`src/rtl/lsu_pkg.sv`:
```
// ============================================================================
// Module      : lsu_pkg
// Description : Shared encodings for the load/store unit and its lane aligner.
// Revision    : 1.0
// ============================================================================
`default_nettype none

package lsu_pkg;

    localparam logic [1:0] SZ_BYTE = 2'b00;
    localparam logic [1:0] SZ_HALF = 2'b01;
    localparam logic [1:0] SZ_WORD = 2'b10;
    localparam logic [1:0] SZ_RSVD = 2'b11;

    localparam logic [3:0] WE_NONE = 4'b0000;
    localparam logic [3:0] WE_WORD = 4'b1111;

    typedef enum logic [2:0] {
        ST_IDLE   = 3'd0,
        ST_LOAD   = 3'd1,
        ST_RMW_RD = 3'd2,
        ST_WRITE  = 3'd3,
        ST_RESP   = 3'd4
    } lsu_state_e;

    function automatic logic is_misaligned(input logic [1:0] size, input logic [1:0] off);
        logic r;
        r = 1'b0;
        case (size)
            SZ_HALF: r = off[0];
            SZ_WORD: r = (off != 2'b00);
            default: r = 1'b0;
        endcase
        return r;
    endfunction

endpackage

`default_nettype wire

```
`src/rtl/lsu_lane_align.sv`:
```
// ============================================================================
// Module      : lsu_lane_align
// Description : Combinational byte-lane extract/extend for loads and lane
//               merge for sub-word stores (little-endian lanes).
// Revision    : 1.0
// ============================================================================
`default_nettype none

module lsu_lane_align
    import lsu_pkg::*;
(
    input  logic [31:0] word_i,
    input  logic [1:0]  offset_i,
    input  logic [1:0]  size_i,
    input  logic        unsigned_i,
    input  logic [15:0] wdata_i,
    output logic [31:0] load_data_o,
    output logic [31:0] merge_data_o
);

    // Halves snap to a 2-byte boundary and words to lane 0, so an access that
    // skipped the alignment check still stays inside the addressed word.
    function automatic logic [1:0] eff_offset(input logic [1:0] size, input logic [1:0] off);
        logic [1:0] r;
        case (size)
            SZ_BYTE: r = off;
            SZ_HALF: r = {off[1], 1'b0};
            default: r = 2'b00;
        endcase
        return r;
    endfunction

    function automatic logic [31:0] load_extract(
        input logic [31:0] word,
        input logic [1:0]  off,
        input logic [1:0]  size,
        input logic        uns
    );
        logic [31:0] sh;
        logic [31:0] r;
        sh = word >> {eff_offset(size, off), 3'b000};
        case (size)
            SZ_BYTE: r = uns ? {24'd0, sh[7:0]}  : {{24{sh[7]}}, sh[7:0]};
            SZ_HALF: r = uns ? {16'd0, sh[15:0]} : {{16{sh[15]}}, sh[15:0]};
            default: r = word;
        endcase
        return r;
    endfunction

    function automatic logic [31:0] store_merge(
        input logic [31:0] old_word,
        input logic [1:0]  off,
        input logic [1:0]  size,
        input logic [15:0] wdata
    );
        logic [4:0]  sa;
        logic [31:0] mask;
        logic [31:0] ins;
        sa = {eff_offset(size, off), 3'b000};
        case (size)
            SZ_BYTE: begin
                mask = 32'h0000_00FF << sa;
                ins  = {24'd0, wdata[7:0]} << sa;
            end
            SZ_HALF: begin
                mask = 32'h0000_FFFF << sa;
                ins  = {16'd0, wdata} << sa;
            end
            default: begin
                mask = 32'd0;
                ins  = 32'd0;
            end
        endcase
        return (old_word & ~mask) | ins;
    endfunction

    assign load_data_o  = load_extract(word_i, offset_i, size_i, unsigned_i);
    assign merge_data_o = store_merge(word_i, offset_i, size_i, wdata_i);

endmodule

`default_nettype wire

```
`src/rtl/lsu_aes_im.sv`:
```
// ============================================================================
// Module      : lsu_aes_im
// Description : Single-outstanding load/store unit driving a word-wide data
//               memory; sub-word stores use read-modify-write.
// Revision    : 1.0
// ============================================================================
`default_nettype none

module lsu_aes_im
    import lsu_pkg::*;
#(
    parameter bit CHECK_ALIGN = 1'b1
) (
    input  logic        clk,
    input  logic        rst,
    input  logic        req_valid,
    output logic        req_ready,
    input  logic        req_store,
    input  logic [1:0]  req_size,
    input  logic        req_unsigned,
    input  logic [31:0] req_addr,
    input  logic [31:0] req_wdata,
    output logic        resp_valid,
    output logic [31:0] resp_rdata,
    output logic        resp_err,
    output logic [31:0] mem_addr,
    output logic [3:0]  mem_we,
    output logic [31:0] mem_datain,
    input  logic [31:0] mem_dataout
);

    lsu_state_e  state_q, state_d;
    logic [31:0] addr_q;
    logic [1:0]  size_q;
    logic        unsigned_q;
    logic [15:0] wdata_q;
    logic [31:0] buf_q;
    logic [31:0] rdata_q;
    logic        err_q;

    logic        w_accept;
    logic        w_req_err;
    logic [31:0] w_load_data;
    logic [31:0] w_merge_data;

    assign w_accept  = req_valid && (state_q == ST_IDLE);
    assign w_req_err = (req_size == SZ_RSVD) ||
                       (CHECK_ALIGN && is_misaligned(req_size, req_addr[1:0]));

    lsu_lane_align u_lane (
        .word_i       (mem_dataout),
        .offset_i     (addr_q[1:0]),
        .size_i       (size_q),
        .unsigned_i   (unsigned_q),
        .wdata_i      (wdata_q),
        .load_data_o  (w_load_data),
        .merge_data_o (w_merge_data)
    );

    always_comb begin
        state_d    = state_q;
        req_ready  = 1'b0;
        resp_valid = 1'b0;
        mem_addr   = 32'd0;
        mem_we     = WE_NONE;
        mem_datain = 32'd0;
        case (state_q)
            ST_IDLE: begin
                req_ready = 1'b1;
                if (req_valid) begin
                    if (w_req_err)                 state_d = ST_RESP;
                    else if (!req_store)           state_d = ST_LOAD;
                    else if (req_size == SZ_WORD)  state_d = ST_WRITE;
                    else                           state_d = ST_RMW_RD;
                end
            end
            ST_LOAD: begin
                mem_addr = {addr_q[31:2], 2'b00};
                state_d  = ST_RESP;
            end
            ST_RMW_RD: begin
                mem_addr = {addr_q[31:2], 2'b00};
                state_d  = ST_WRITE;
            end
            ST_WRITE: begin
                mem_addr   = {addr_q[31:2], 2'b00};
                mem_we     = WE_WORD;
                mem_datain = buf_q;
                state_d    = ST_RESP;
            end
            ST_RESP: begin
                resp_valid = 1'b1;
                state_d    = ST_IDLE;
            end
            default: state_d = ST_IDLE;
        endcase
    end

    // Response registers change only on the edge entering RESP, so they hold
    // from one response until the next.
    always_ff @(posedge clk or posedge rst) begin
        if (rst) begin
            state_q    <= ST_IDLE;
            addr_q     <= 32'd0;
            size_q     <= SZ_BYTE;
            unsigned_q <= 1'b0;
            wdata_q    <= 16'd0;
            buf_q      <= 32'd0;
            rdata_q    <= 32'd0;
            err_q      <= 1'b0;
        end else begin
            state_q <= state_d;
            case (state_q)
                ST_IDLE: begin
                    if (w_accept) begin
                        addr_q     <= req_addr;
                        size_q     <= req_size;
                        unsigned_q <= req_unsigned;
                        wdata_q    <= req_wdata[15:0];
                        if (w_req_err) begin
                            rdata_q <= 32'd0;
                            err_q   <= 1'b1;
                        end else if (req_store && (req_size == SZ_WORD)) begin
                            buf_q <= req_wdata;
                        end
                    end
                end
                ST_LOAD: begin
                    rdata_q <= w_load_data;
                    err_q   <= 1'b0;
                end
                ST_RMW_RD: begin
                    buf_q <= w_merge_data;
                end
                ST_WRITE: begin
                    rdata_q <= 32'd0;
                    err_q   <= 1'b0;
                end
                default: ;
            endcase
        end
    end

    assign resp_rdata = rdata_q;
    assign resp_err   = err_q;

endmodule

`default_nettype wire

```
`config.mk`:
```
export PLATFORM = sky130hd
export DESIGN_NAME = lsu_aes_im
export DESIGN_NICKNAME = d
export VERILOG_FILES = /design/src/rtl/lsu_pkg.sv /design/src/rtl/lsu_lane_align.sv /design/src/rtl/lsu_aes_im.sv
export SDC_FILE = /design/constraint.sdc
export NUM_CORES = 1
export LEC_CHECK = 0
export BUFFER_PORTS_ARGS = -buffer_cell sky130_fd_sc_hd__buf_4
export CAP_MARGIN = 0
export CORE_UTILIZATION = 47
export CTS_CLUSTER_SIZE = 16
export DETAILED_ROUTE_END_ITERATION = 7
export PLACE_DENSITY = 0.75
export REMOVE_ABC_BUFFERS = 1
export SYNTH_ARGS = -nofsm -noshare
export SYNTH_HDL_FRONTEND = slang
export SYNTH_SLANG_ARGS = --single-unit
```
`constraint.sdc`:
```
create_clock -name clk -period 3.7 [get_ports clk]
set_input_delay 0.37 -clock clk [delete_from_list [all_inputs] [get_ports clk]]
set_output_delay 0.37 -clock clk [all_outputs]
set_load 0.05 [all_outputs]
```
==> flow_metrics.tcl <==
set metrics [dict create \
    path_class "reg2out" \
    leakage_uw 0.004026 \
    hold_viol_final 0 \
    place_area_mm2 0.008102 \
    critPathBufInv 3 \
    synth-edff-count 0 \
    grt-ovfl-total 0 \
    die_w_um 120.1 \
    drive_gt1_frac 0.3980 \
    end_kind "output pin" \
    htreeDepth 4 \
    fin_skew_ns 0.006044 \
    wl_um 19530 \
    cellPowerDensity_mw_per_mm2 1005 \
    dp_cells 957 \
    drtPass1Iterations 7 \
    r2r-end "buf_q[9]$_DFFE_PP0P_" \
    critPathMaxFanout 26 \
    r2r_cells 4 \
    root_buffer "clkbuf_16" \
    r2r_slack_ns 0.94 \
    grt_max_degree 66 \
    finalCriticalPeriod_ns 2.847 \
    status "finished, final reports clean" \
    syn_inst 625 \
    peakVddDrop_mv 0.7720 \
    synth.distinct_cells 51 \
    io_pins 206 \
    fp-row-count 42 \
    clockBufferDepth 2 \
    fp.dieH_um 120.1 \
    yosysWarnings 0 \
    drcViolationCount 0 \
    syn_area_per_cell_um2 10.48 \
    cts_made_buffers 17 \
    final_area_mm2 0.008648 \
    period_share 0.7695 \
    grt_pass1_wl_um 31100 \
    synthArstFlopShare 1.000 \
    yosys-top-cells-area "dfrtp_1 (45%), mux2_2 (9.5%), and2_1 (6.2%), a221o_1 (5.5%), nor2_1 (3.2%)" \
    first_iter_violations 601 \
    vias 5846 \
    cts.clk_slew.worst_paths_ns 0.05 \
    tritoncts "built" \
    setup_viol 0 \
    nFillCells 1080 \
    vias_per_cell 5.935 \
    first_global_vias 5900 \
    yosysTopAreaCellShare 0.4546 \
    critPathSlowestCell "nor3b_2" \
    post_cts_resized 0 \
    synthesis.area_mm2 0.006550 \
    hp-class "in2async" \
    antenna_found_initial 0 \
    slew_violations 0 \
    area_delta_synth_final_pct 32.03 \
    yosys.area.top_type "dfrtp_1" \
    crit_arrival_ns 2.48 \
    core_area_mm2 0.01340 \
    fin_cells 985 \
    worstReg2RegStart "size_q[1]$_DFFE_PP0P_" \
    path_depth 5 \
    routedWlPerCell_um 19.83 \
    rsz0062_at_grt "false" \
    required_ns 3.33 \
    holdWs_ns 0.06342 \
    synthFlopType "dfrtp_1" \
    clock_latency_ns 0.42 \
    power_uw 8689 \
    nets 906 \
    startpoint_type "register" \
    synth_most_common_cell "dfrtp_1" \
    dieArea_mm2 0.01441 \
    cp_cell_sequence "inv_1 > nor3b_2 > buf_12 > and2_1 > buf_4" \
    grt_usage 0.2830 \
    slew_headroom 0.2409 \
    ys_seq_area_frac 0.4546 \
    ys_ff_latch 119 \
    clock_sinks 119 \
    ctsHoldBuffers 0 \
    critical_path.top_delay_family "simple AND/OR/NAND/NOR gates" \
    start_util 0.4888 \
    gp_congestion 0.9040 \
    diodes 0 \
    ant_nets 0 \
    max_slew.worst_pin.slew_ns 1.134 \
    fmax_mhz 351.2 \
    max_stage_delay_ns 0.67 \
    drv_cap 0 \
    cts_setup_buffers 0 \
    port_buffers 203 \
    synthTopCellsByCount "dfrtp_1 (119), and2_1 (65), mux2_2 (55), nor2_1 (55), a221o_1 (36)" \
    hpwlAfterDp_um 13800 \
]
-- cells by family (layout without fill, tap and decap cells) --
group | Yosys count | in the layout | synth area share
buf+inv | 72 | 255 | 0.05845
compound gates | 149 | 149 | 0.1780
simple gates | 206 | 206 | 0.1677
fa+ha+maj | 3 | 3 | 0.005731
flops | 119 | 119 | 0.4546
mux | 75 | 75 | 0.1349
other cells | 1 | 2 | 0.0005725
-- how the worst max path moves through the flow --
| stage | endpoint | slack (ns) | start |
|---|---|---|---|
| after floorplan | mem_datain[0] | -3.54 | state_q[0]$_DFFE_PP0P_ |
| after global placement | buf_q[9]$_DFFE_PP0P_ | 1.18 | size_q[1]$_DFFE_PP0P_ |
| after detailed placement | buf_q[9]$_DFFE_PP0P_ | 1.06 | size_q[1]$_DFFE_PP0P_ |
| after CTS | mem_datain[12] | 0.83 | state_q[0]$_DFFE_PP0P_ |
| after global routing | mem_datain[17] | 0.69 | state_q[0]$_DFFE_PP0P_ |
| final | mem_datain[12] | 0.85 | state_q[0]$_DFFE_PP0P_ |
-- routing by layer --
metal | vias up | wire length [µm] | track usage
met1 | 2813 | 7542 | 0.3529
met4 | 0 | 590 | 0.1320
met2 | 368 | 9201 | 0.4389
met3 | 52 | 2199 | 0.09791
li1 | 2613 | - | -
met5 | - | 0 | 0
-- power by group --
group	switching [µW]	internal, µW	total, µW
logic	2890	1790	4680
registers	537	1930	2470
clock network	550	992	1540
-- stage by stage --
stage                     TNS, ns  setup WS, ns    util
after floorplan           -124.08        -3.543       -
after global placement          0         1.183  0.6046
after detailed placement        0         1.056  0.6046
after CTS                       0        0.8290  0.6454
after global routing            0        0.6943  0.6454
final                           0        0.8528  0.6454
-- cells in the final DEF (no fill, tap or decap), types with 7 or more instances in the layout --
cell and count:
a21oi_1 10, mux2_2 55, nand2b_1 11, mux2i_1 7, nor2_1 55, a32o_1 20
dfrtp_1 119, o21ai_1 11, a221o_1 36, o21ai_0 26, buf_4 213, mux2_4 12
a31oi_1 16, clkbuf_16 17, nand2_1 33, inv_1 10, and2_1 64, nand3_1 19
-- cell type report --
class	count	area (µm²)	area share
clock buffers	24	501.7	0.05802
well taps	176	220.2	0.02546
repair buffers	215	1639	0.1895
inverters	12	47.55	0.005498
multi-input cells	435	3217	0.3720
clock inverters	4	45.04	0.005208
flip-flops and latches	119	2978	0.3443
-- registers in the layout, summed over array words and instances (netlist names) --
register	cells
unsigned_q	1
addr_q	32
wdata_q	16
resp_rdata	32
buf_q	32
state_q	3
size_q	2
resp_err	1
Note: power is estimated with default switching activity, not from simulation.
